**src/rtl/add8u_err_monitor.sv**
```systemverilog
// add8u_err_monitor: streaming error-metric collector for an approximate unsigned adder.
// Each accepted (a, b, o) sample is compared with the exact a+b. The block accumulates
// the sum of |error|, the worst-case error, the erroneous-sample count and the sample count.
// Build option: define ADD8U_ERR_MSE_EN to add sum_sq_err, the saturating sum of d*d.
module add8u_err_monitor #(
  parameter int W     = 8,
  parameter int CNT_W = 16,
  parameter int ACC_W = 25
) (
  input  logic             clk,
  input  logic             rst,
  input  logic             start,
  input  logic [CNT_W-1:0] n_samples,
  input  logic             in_valid,
  output logic             in_ready,
  input  logic [W-1:0]     in_a,
  input  logic [W-1:0]     in_b,
  input  logic [W:0]       in_o,
  output logic             busy,
  output logic             done,
  output logic [ACC_W-1:0] sum_abs_err,
  output logic [W:0]       max_err,
  output logic [CNT_W-1:0] err_count,
  output logic [CNT_W-1:0] samples
`ifdef ADD8U_ERR_MSE_EN
  ,
  output logic [2*(W+1)+CNT_W-1:0] sum_sq_err
`endif
);

  typedef enum logic [1:0] {
    ST_IDLE  = 2'd0,
    ST_RUN   = 2'd1,
    ST_DRAIN = 2'd2,
    ST_DONE  = 2'd3
  } state_t;

  // Unsigned distance between two (W+1)-bit values.
  function automatic logic [W:0] abs_diff(input logic [W:0] x, input logic [W:0] y);
    logic [W:0] r;
    if (x >= y) begin
      r = x - y;
    end else begin
      r = y - x;
    end
    return r;
  endfunction

  state_t             state_r, state_nxt_s;
  logic               busy_r, done_r;
  logic [CNT_W-1:0]   accepted_r, accepted_nxt_s, n_r;
  logic               in_ready_s, fire_s, start_ok_s;
  logic [W:0]         exact_s;
  logic               v1_r;
  logic [W:0]         d1_r;
  logic [ACC_W-1:0]   sum_abs_err_r;
  logic [ACC_W:0]     sum_ext_s;
  logic [ACC_W-1:0]   sum_sat_s;
  logic [W:0]         max_err_r;
  logic [CNT_W-1:0]   err_count_r, samples_r;

  // Ready only while a run still owes samples; combinational so the last accept closes the gate at once.
  assign in_ready_s     = (state_r == ST_RUN) && (accepted_r < n_r);
  assign fire_s         = in_valid & in_ready_s;
  assign start_ok_s     = start & ((state_r == ST_IDLE) || (state_r == ST_DONE));
  assign accepted_nxt_s = accepted_r + {{(CNT_W-1){1'b0}}, fire_s};
  assign exact_s        = {1'b0, in_a} + {1'b0, in_b};
  assign sum_ext_s      = {1'b0, sum_abs_err_r} + {{(ACC_W-W){1'b0}}, d1_r};
  assign sum_sat_s      = sum_ext_s[ACC_W] ? {ACC_W{1'b1}} : sum_ext_s[ACC_W-1:0];

  assign in_ready    = in_ready_s;
  assign busy        = busy_r;
  assign done        = done_r;
  assign sum_abs_err = sum_abs_err_r;
  assign max_err     = max_err_r;
  assign err_count   = err_count_r;
  assign samples     = samples_r;

  // Next-state logic: RUN leaves on the edge that accepts the last sample, DRAIN waits for stage 1 to empty.
  always_comb begin
    state_nxt_s = state_r;
    case (state_r)
      ST_IDLE: begin
        if (start) state_nxt_s = ST_RUN;
        else       state_nxt_s = ST_IDLE;
      end
      ST_RUN: begin
        if (accepted_nxt_s == n_r) state_nxt_s = ST_DRAIN;
        else                       state_nxt_s = ST_RUN;
      end
      ST_DRAIN: begin
        if (!v1_r) state_nxt_s = ST_DONE;
        else       state_nxt_s = ST_DRAIN;
      end
      ST_DONE: begin
        if (start) state_nxt_s = ST_RUN;
        else       state_nxt_s = ST_DONE;
      end
      default: state_nxt_s = ST_IDLE;
    endcase
  end

  // State register with busy/done registered from the next state so they align with it.
  always_ff @(posedge clk) begin
    if (rst) begin
      state_r <= ST_IDLE;
      busy_r  <= 1'b0;
      done_r  <= 1'b0;
    end else begin
      state_r <= state_nxt_s;
      busy_r  <= (state_nxt_s == ST_RUN) || (state_nxt_s == ST_DRAIN);
      done_r  <= (state_nxt_s == ST_DONE);
    end
  end

  // Run length is latched at start; the acceptance counter restarts with it.
  always_ff @(posedge clk) begin
    if (rst) begin
      accepted_r <= {CNT_W{1'b0}};
      n_r        <= {CNT_W{1'b0}};
    end else if (start_ok_s) begin
      accepted_r <= {CNT_W{1'b0}};
      n_r        <= n_samples;
    end else begin
      accepted_r <= accepted_nxt_s;
    end
  end

  // Stage 1: absolute error of the accepted sample against the exact sum.
  always_ff @(posedge clk) begin
    if (rst) begin
      v1_r <= 1'b0;
      d1_r <= {(W+1){1'b0}};
    end else begin
      v1_r <= fire_s;
      if (fire_s) begin
        d1_r <= abs_diff(in_o, exact_s);
      end
    end
  end

  // Stage 2: fold the stage-1 error into the run statistics; start clears them.
  always_ff @(posedge clk) begin
    if (rst || start_ok_s) begin
      sum_abs_err_r <= {ACC_W{1'b0}};
      max_err_r     <= {(W+1){1'b0}};
      err_count_r   <= {CNT_W{1'b0}};
      samples_r     <= {CNT_W{1'b0}};
    end else if (v1_r) begin
      sum_abs_err_r <= sum_sat_s;
      if (d1_r > max_err_r) begin
        max_err_r <= d1_r;
      end
      if (d1_r != {(W+1){1'b0}}) begin
        err_count_r <= err_count_r + {{(CNT_W-1){1'b0}}, 1'b1};
      end
      samples_r <= samples_r + {{(CNT_W-1){1'b0}}, 1'b1};
    end
  end

`ifdef ADD8U_ERR_MSE_EN
  localparam int SQ_W = 2*(W+1)+CNT_W;

  logic [2*W+1:0]  sq_s;
  logic [SQ_W:0]   sse_ext_s;
  logic [SQ_W-1:0] sum_sq_err_r;

  assign sq_s       = d1_r * d1_r;
  assign sse_ext_s  = {1'b0, sum_sq_err_r} + {{(CNT_W+1){1'b0}}, sq_s};
  assign sum_sq_err = sum_sq_err_r;

  // Stage 2 squared-error accumulator, saturating like the |error| sum.
  always_ff @(posedge clk) begin
    if (rst || start_ok_s) begin
      sum_sq_err_r <= {SQ_W{1'b0}};
    end else if (v1_r) begin
      sum_sq_err_r <= sse_ext_s[SQ_W] ? {SQ_W{1'b1}} : sse_ext_s[SQ_W-1:0];
    end
  end
`endif

endmodule

```
**config.mk**
```make
export PLATFORM = sky130hd
export DESIGN_NAME = add8u_err_monitor
export DESIGN_NICKNAME = d
export VERILOG_FILES = /design/src/rtl/add8u_err_monitor.sv
export SDC_FILE = /design/constraint.sdc
export NUM_CORES = 1
export LEC_CHECK = 0
export CAP_MARGIN = 20
export CORE_MARGIN = 1
export CORE_UTILIZATION = 45
export CTS_BUF_LIST = sky130_fd_sc_hd__clkbuf_2 sky130_fd_sc_hd__clkbuf_4 sky130_fd_sc_hd__clkbuf_8
export DETAILED_ROUTE_END_ITERATION = 6
export PLACE_DENSITY = 0.82
export SETUP_SLACK_MARGIN = 0.5
export SLEW_MARGIN = 20
export SYNTH_ARGS = -nofsm -noshare
export SYNTH_HDL_FRONTEND = slang
export SYNTH_SLANG_ARGS = --single-unit
```
**constraint.sdc**
```tcl
create_clock -name clk -period 4.39 [get_ports clk]
set_clock_uncertainty 0.15 [all_clocks]
set_input_delay 0.439 -clock clk [delete_from_list [all_inputs] [get_ports clk]]
set_output_delay 0.439 -clock clk [all_outputs]
set_load 0.005 [all_outputs]
```
Word level (Yosys, flattened, before mapping)
Cells that the tools add are included.

Order comparisons: 3. Bitwise gates (word level): 2. Equality and inequality tests: 7. Multiplexer cells: 7. Reduce and logical (&&, ||, !) cells: 9. Add/sub/neg operators: 7.

Operators with widths (count): 16-bit by 1-bit adder with 16-bit output (second input constant) (2); 25-bit by 9-bit adder with 26-bit output (1); 25-bit two-way mux (1); 9-bit subtractor (2); 16-bit by 1-bit adder with 16-bit output (1); 16-bit equality test (1); 16-bit < comparator (1); 8-bit by 8-bit adder with 9-bit output (1); 9-bit >= comparator (1); 9-bit > comparator (1); 9-bit two-way mux (1); 9-bit nonzero test (1); 2-bit equality test (second input constant) (4); 2-bit one-hot mux with 4 select lines (1); 2-bit by 1-bit equality test with 1-bit output (second input constant) (2); 2-bit two-way mux (2); 2-bit AND reduction (2); 1-bit logical OR (3); 1-bit bitwise AND (2); 2-bit zero test (1); 1-bit two-way mux (2); 2-bit OR reduction (1); 1-bit logical AND (1).

Output and inout bits: 69. Word-level logic and storage cells: 46. Bits in registers: 112. Input bits: 45.

Longest topological paths before layout
Depth after elaboration: 9. Depth in mapped cells: 19. Depth with buffers taken out: 18.

Worst setup path before layout
No wires, ideal clock.

Path type: reg-to-reg. From: reg n_r[11]. To: reg busy_r, in the netlist busy. Cell stages (with the launch flop): 20. Setup time: 0.126 ns. Clock period less this slack: 4.629 ns. Path slack: -0.239 ns. Data arrival time: 4.353 ns. Data required time: 4.114 ns. Buffers on the path: 1. Cell sequence: dfxtp_1 > inv_1 > ha_1 > and4_1 > a211o_1 > a21oi_1 > o21ai_1 > a211oi_2 > clkbuf_1 > ha_1 > ha_1 > nand2_1 > or3_1 > o2bb2ai_2 > a2111oi_4 > o2111ai_1 > o41a_1 > nor2_1 > ha_1 > nor2b_1.

Cells in the longest elaborated chain, start to end: 9. Elaborated cells between the ends (all ways): 10. Those cells by class: 1 x add/sub; 1 x order compare; 3 x eq/ne; 2 x mux; 1 x bitwise; 2 x reduce/logical.

RTL lines: start, declared (line 51) `logic [CNT_W-1:0] accepted_r, accepted_nxt_s, n_r;`; start signal, assigned (line 120) `n_r <= {CNT_W{1'b0}};`; start signal, assigned (line 123) `n_r <= n_samples;`; 16-bit < comparator (*) (line 63) `assign in_ready_s = (state_r == ST_RUN) && (accepted_r < n_r);`; 1-bit logical AND (*) (line 63); 1-bit bitwise AND (*) (line 64) `assign fire_s = in_valid & in_ready_s;`; via fire_s (line 52) `logic in_ready_s, fire_s, start_ok_s;`; 16-bit by 1-bit adder with 16-bit output (*) (line 66) `assign accepted_nxt_s = accepted_r + {{(CNT_W-1){1'b0}}, fire_s};`; 16-bit equality test (*) (line 88) `if (accepted_nxt_s == n_r) state_nxt_s = ST_DRAIN;`; 2-bit two-way mux (*) (line 88); 2-bit one-hot mux with 4 select lines (*) (line 82) `case (state_r)`; via state_nxt_s[1] (line 49) `state_t state_r, state_nxt_s;`; 2-bit by 1-bit equality test with 1-bit output / 2-bit equality test (equally long branches) (line 111) `busy_r <= (state_nxt_s == ST_RUN) || (state_nxt_s == ST_DRAIN);`; 1-bit logical OR (*) (line 111); end signal, assigned (line 111); end, declared (line 50) `logic busy_r, done_r;`.

The timed path passes the listed nets; every way through them passes the cells marked *. A chain may end at the register's enable or synchronous reset.

Worst setup path in the final report
From: reg n_r[11]. To: reg busy_r, in the netlist busy.

Cells in the longest elaborated chain, start to end: 9. Elaborated cells between the ends (all ways): 10. Those cells by class: 1 x add/sub; 1 x order compare; 3 x eq/ne; 2 x mux; 1 x bitwise; 2 x reduce/logical.

RTL lines (line): 16-bit < comparator (63); 1-bit logical AND (63); 1-bit bitwise AND (64); 16-bit by 1-bit adder with 16-bit output (66); 16-bit equality test (*) (88); 2-bit two-way mux (*) (88); 2-bit one-hot mux with 4 select lines (*) (82); via state_nxt_s[1] (49); 2-bit by 1-bit equality test with 1-bit output / 2-bit equality test (equally long branches) (111); 1-bit logical OR (*) (111).

Marked as above.

==> results.json <==
{
  "port_buffers": 113,
  "yosys_warnings": 0,
  "wl_per_cell_um": 15.0,
  "viasPerCell": 5.46,
  "htree_num_levels": 3,
  "core_um2": 15300,
  "place_area_um2": 8910,
  "timing.rr.start": "n_r[11]",
  "syn_area_um2": 7140,
  "rsz0062_at_grt": "true",
  "slew_headroom": 0.396,
  "min_path_type": "flop to flop",
  "preCtsSetupSlack_ps": -46.9,
  "rows": 45,
  "fin_crit_sh": 0.982,
  "yosys.area.top_type": "dfxtp_1",
  "grt_pass1_wl_um": 29400,
  "ios": 114,
  "cts_tree": "built",
  "path_clk_slew_ps": 110,
  "grt_max_degree": 53,
  "crit_path_max_fanout": 6,
  "yosys-top-cells-area": "dfxtp_1, ha_1, a21oi_1, nand2_1, xor2_1",
  "finalSetupViolCount": 0,
  "dp_hpwl_um": 13400,
  "report.final.slew_viol_count": 0,
  "holdPathEnd": "n_r[7]",
  "power_density_nw_per_um2": 257,
  "insertion_delay_ps": 390,
  "die_h_um": 128,
  "antenna_found_initial": 0,
  "dieArea_um2": 16400,
  "layout_min_cycle_time_ps": 4310,
  "initialDrtViolationCount": 404,
  "fp.dieW_um": 128,
  "synth_seq_cells": 112,
  "yosysTopAreaCellShare": 0.314,
  "final_cell_count_no_fill": 1250,
  "placed_cells": 1214,
  "p_total_mw": 2.45,
  "initial_utilization": 0.466,
  "worstHoldPathCells": 2,
  "max-clock-path-buffers": 2,
  "synth_flop_cell": "dfxtp_1",
  "ctsHoldBuffers": 0,
  "root_buffer": "clkbuf_8",
  "max_stage_delay_ps": 430,
  "synthesis.nets": 984,
  "syn_inst": 868,
  "drv_cap": 0,
  "synth_common_cells": "dfxtp_1, nand2_1, inv_1",
  "critical_path_class": "flop to flop",
  "p_leak_nw": 3.79,
  "cts_buffers": 9,
  "grt_overflow": 0,
  "ys_types": 65,
  "worstRegToRegCells": 19,
  "synth_most_common_cell": "dfxtp_1",
  "min_from": "n_r[7]",
  "crit_chain": "inv_2, ha_4, and4_1, a211o_1, a21oi_2, o21ai_2, a211oi_4, ha_4, buf_4, nand3_4, buf_4, nor4_2, xor2_1, o21ai_0, o2111ai_2, o41a_1, nor2_1, ha_1, nor2b_1",
  "syn2layout_area_growth_pct": 33.3,
  "ir_worst_vdd_v": 0.000123,
  "tightest_slew_ps": 902,
  "clock-sinks": 112,
  "drcViolationCount": 0,
  "r2r_slack_ps": 80,
  "startpoint_type": "flop",
  "ys_async_sr_fraction": 0,
  "grt_usage": 0.222,
  "synth_edf_count": 0,
  "firstDrtPassIters": 5,
  "fin_area_um2": 9510,
  "worst_setup_path_end_kind": "flop",
  "drt_wl_total_um": 18700,
  "crit_arrival_ps": 4440,
  "fmax_mhz": 232,
  "required_ps": 4520,
  "first_global_vias": 6393,
  "antennaDiodeCount": 0,
  "crit_slowest_cell": "o41a_1",
  "r2r_end": "busy",
  "holdWs_ps": 322,
  "fin_ws_ps": 80.1,
  "drive_above_1_share": 0.148,
  "yosysSeqAreaShare": 0.314,
  "synth_area_per_cell_um2": 8.23,
  "status": "completed",
  "drt.antenna.violating_nets": 0,
  "gp_congestion": 0.969,
  "num_vias": 6825,
  "hold_viol": 0,
  "fin_nets": 1150
}
## flip-flops by register name (all words and copies together) (netlist names)
name	flops
state_r	2
n_r	16
sum_abs_err	25
err_count	16
busy	1
done	1
max_err	9
accepted_r	16
v1_r	1
d1_r	9
samples	16
## per-layer routing
layer / routed length [um] / global-route usage / part of all wire
met5: 0 / 0 / 0
met4: 496 / 0.116 / 0.027
met3: 794 / 0.0284 / 0.042
met2: 9050 / 0.374 / 0.48
met1: 8360 / 0.278 / 0.45
## worst max-delay path, delay by kind of cell (launching register included)
family	cells	cell delay (ps)
flip-flops	1	360
adder cells (fa/ha/maj)	3	630
AND/OR/NAND/NOR	5	770
buffers and inverters	3	370
AO/OA/AOI/OAI	7	1780
XOR/XNOR	1	140
## layout make-up
cell class              instances  area [um^2]
flip-flops and latches        112         2250
fillers                      1283         5800
multi-input cells             656         4860
clock inverters                 5         40.0
clock buffers                  11          145
well taps                     211          264
inverters                      72          270
repair buffers                183         1680
## cell families after synthesis
kind of cell	Yosys count	synth area share
xor gates and xnor gates	71	0.0890
and+or+nand+nor	298	0.207
AOI/OAI and AO/OA	201	0.185
adders and majority gates	71	0.129
DFF	112	0.314
muxes	15	0.0210
buffers and inverters	100	0.0557
## where the power goes
part,total [mW],switching [mW],internal [mW]
clock,0.602,0.367,0.235
sequential,1.08,0.0334,1.04
combinational,0.769,0.402,0.367
## metrics by stage
| stage | utilization | TNS (ps) |
|---|---|---|
| after floorplan | - | 0 |
| after global placement | 0.582 | 0 |
| after detailed placement | 0.582 | -46.9 |
| after CTS | 0.603 | 0 |
| after global routing | 0.621 | -209 |
| final | 0.621 | 0 |
## cell usage in the layout (no fill, tap or decap), types with 5 or more instances in the layout
cell / Yosys / final
nor2b_1: 10 / 8
nor4_1: 9 / 6
o21a_1: 10 / 10
a21o_1: 14 / 14
a21oi_2: 0 / 5
nor3_1: 15 / 14
ha_1: 67 / 59
and3_1: 15 / 15
o21ai_0: 31 / 30
clkbuf_8: 0 / 10
clkdlybuf4s50_1: 0 / 109
mux2i_1: 15 / 15
and4_1: 7 / 7
xnor2_1: 34 / 32
o21bai_1: 6 / 6
dfxtp_2: 0 / 7
nor2_1: 68 / 65
xor2_1: 36 / 34
nand2b_1: 14 / 13
nand2_1: 92 / 89
a21oi_1: 71 / 65
nand4_1: 19 / 19
dfxtp_1: 112 / 105
or3_1: 9 / 8
a211o_1: 5 / 5
nand3_1: 20 / 19
and2_1: 8 / 8
a211oi_1: 7 / 5
ha_4: 0 / 7
inv_1: 72 / 68
a31oi_1: 8 / 8
buf_4: 1 / 69
## timing repair
item                       CTS  global route
pin swaps                   15            20
cloned                       0             0
setup endpoints to repair    6            11
setup buffers                8            11
resized for setup           14            36
## worst max path at each step
stage / from / to / slack (ps) / cells past startpoint
floorplan: n_r[9] / busy / 110 / 18
global placement: in_a[1] / d1_r[6] / 50 / 17
detailed placement: in_a[0] / d1_r[6] / -50 / 17
CTS: n_r[10] / busy / 230 / 18
global route: n_r[11] / busy / -170 / 19
finish: n_r[11] / busy / 80 / 19
(Power assumes the default switching activity.)
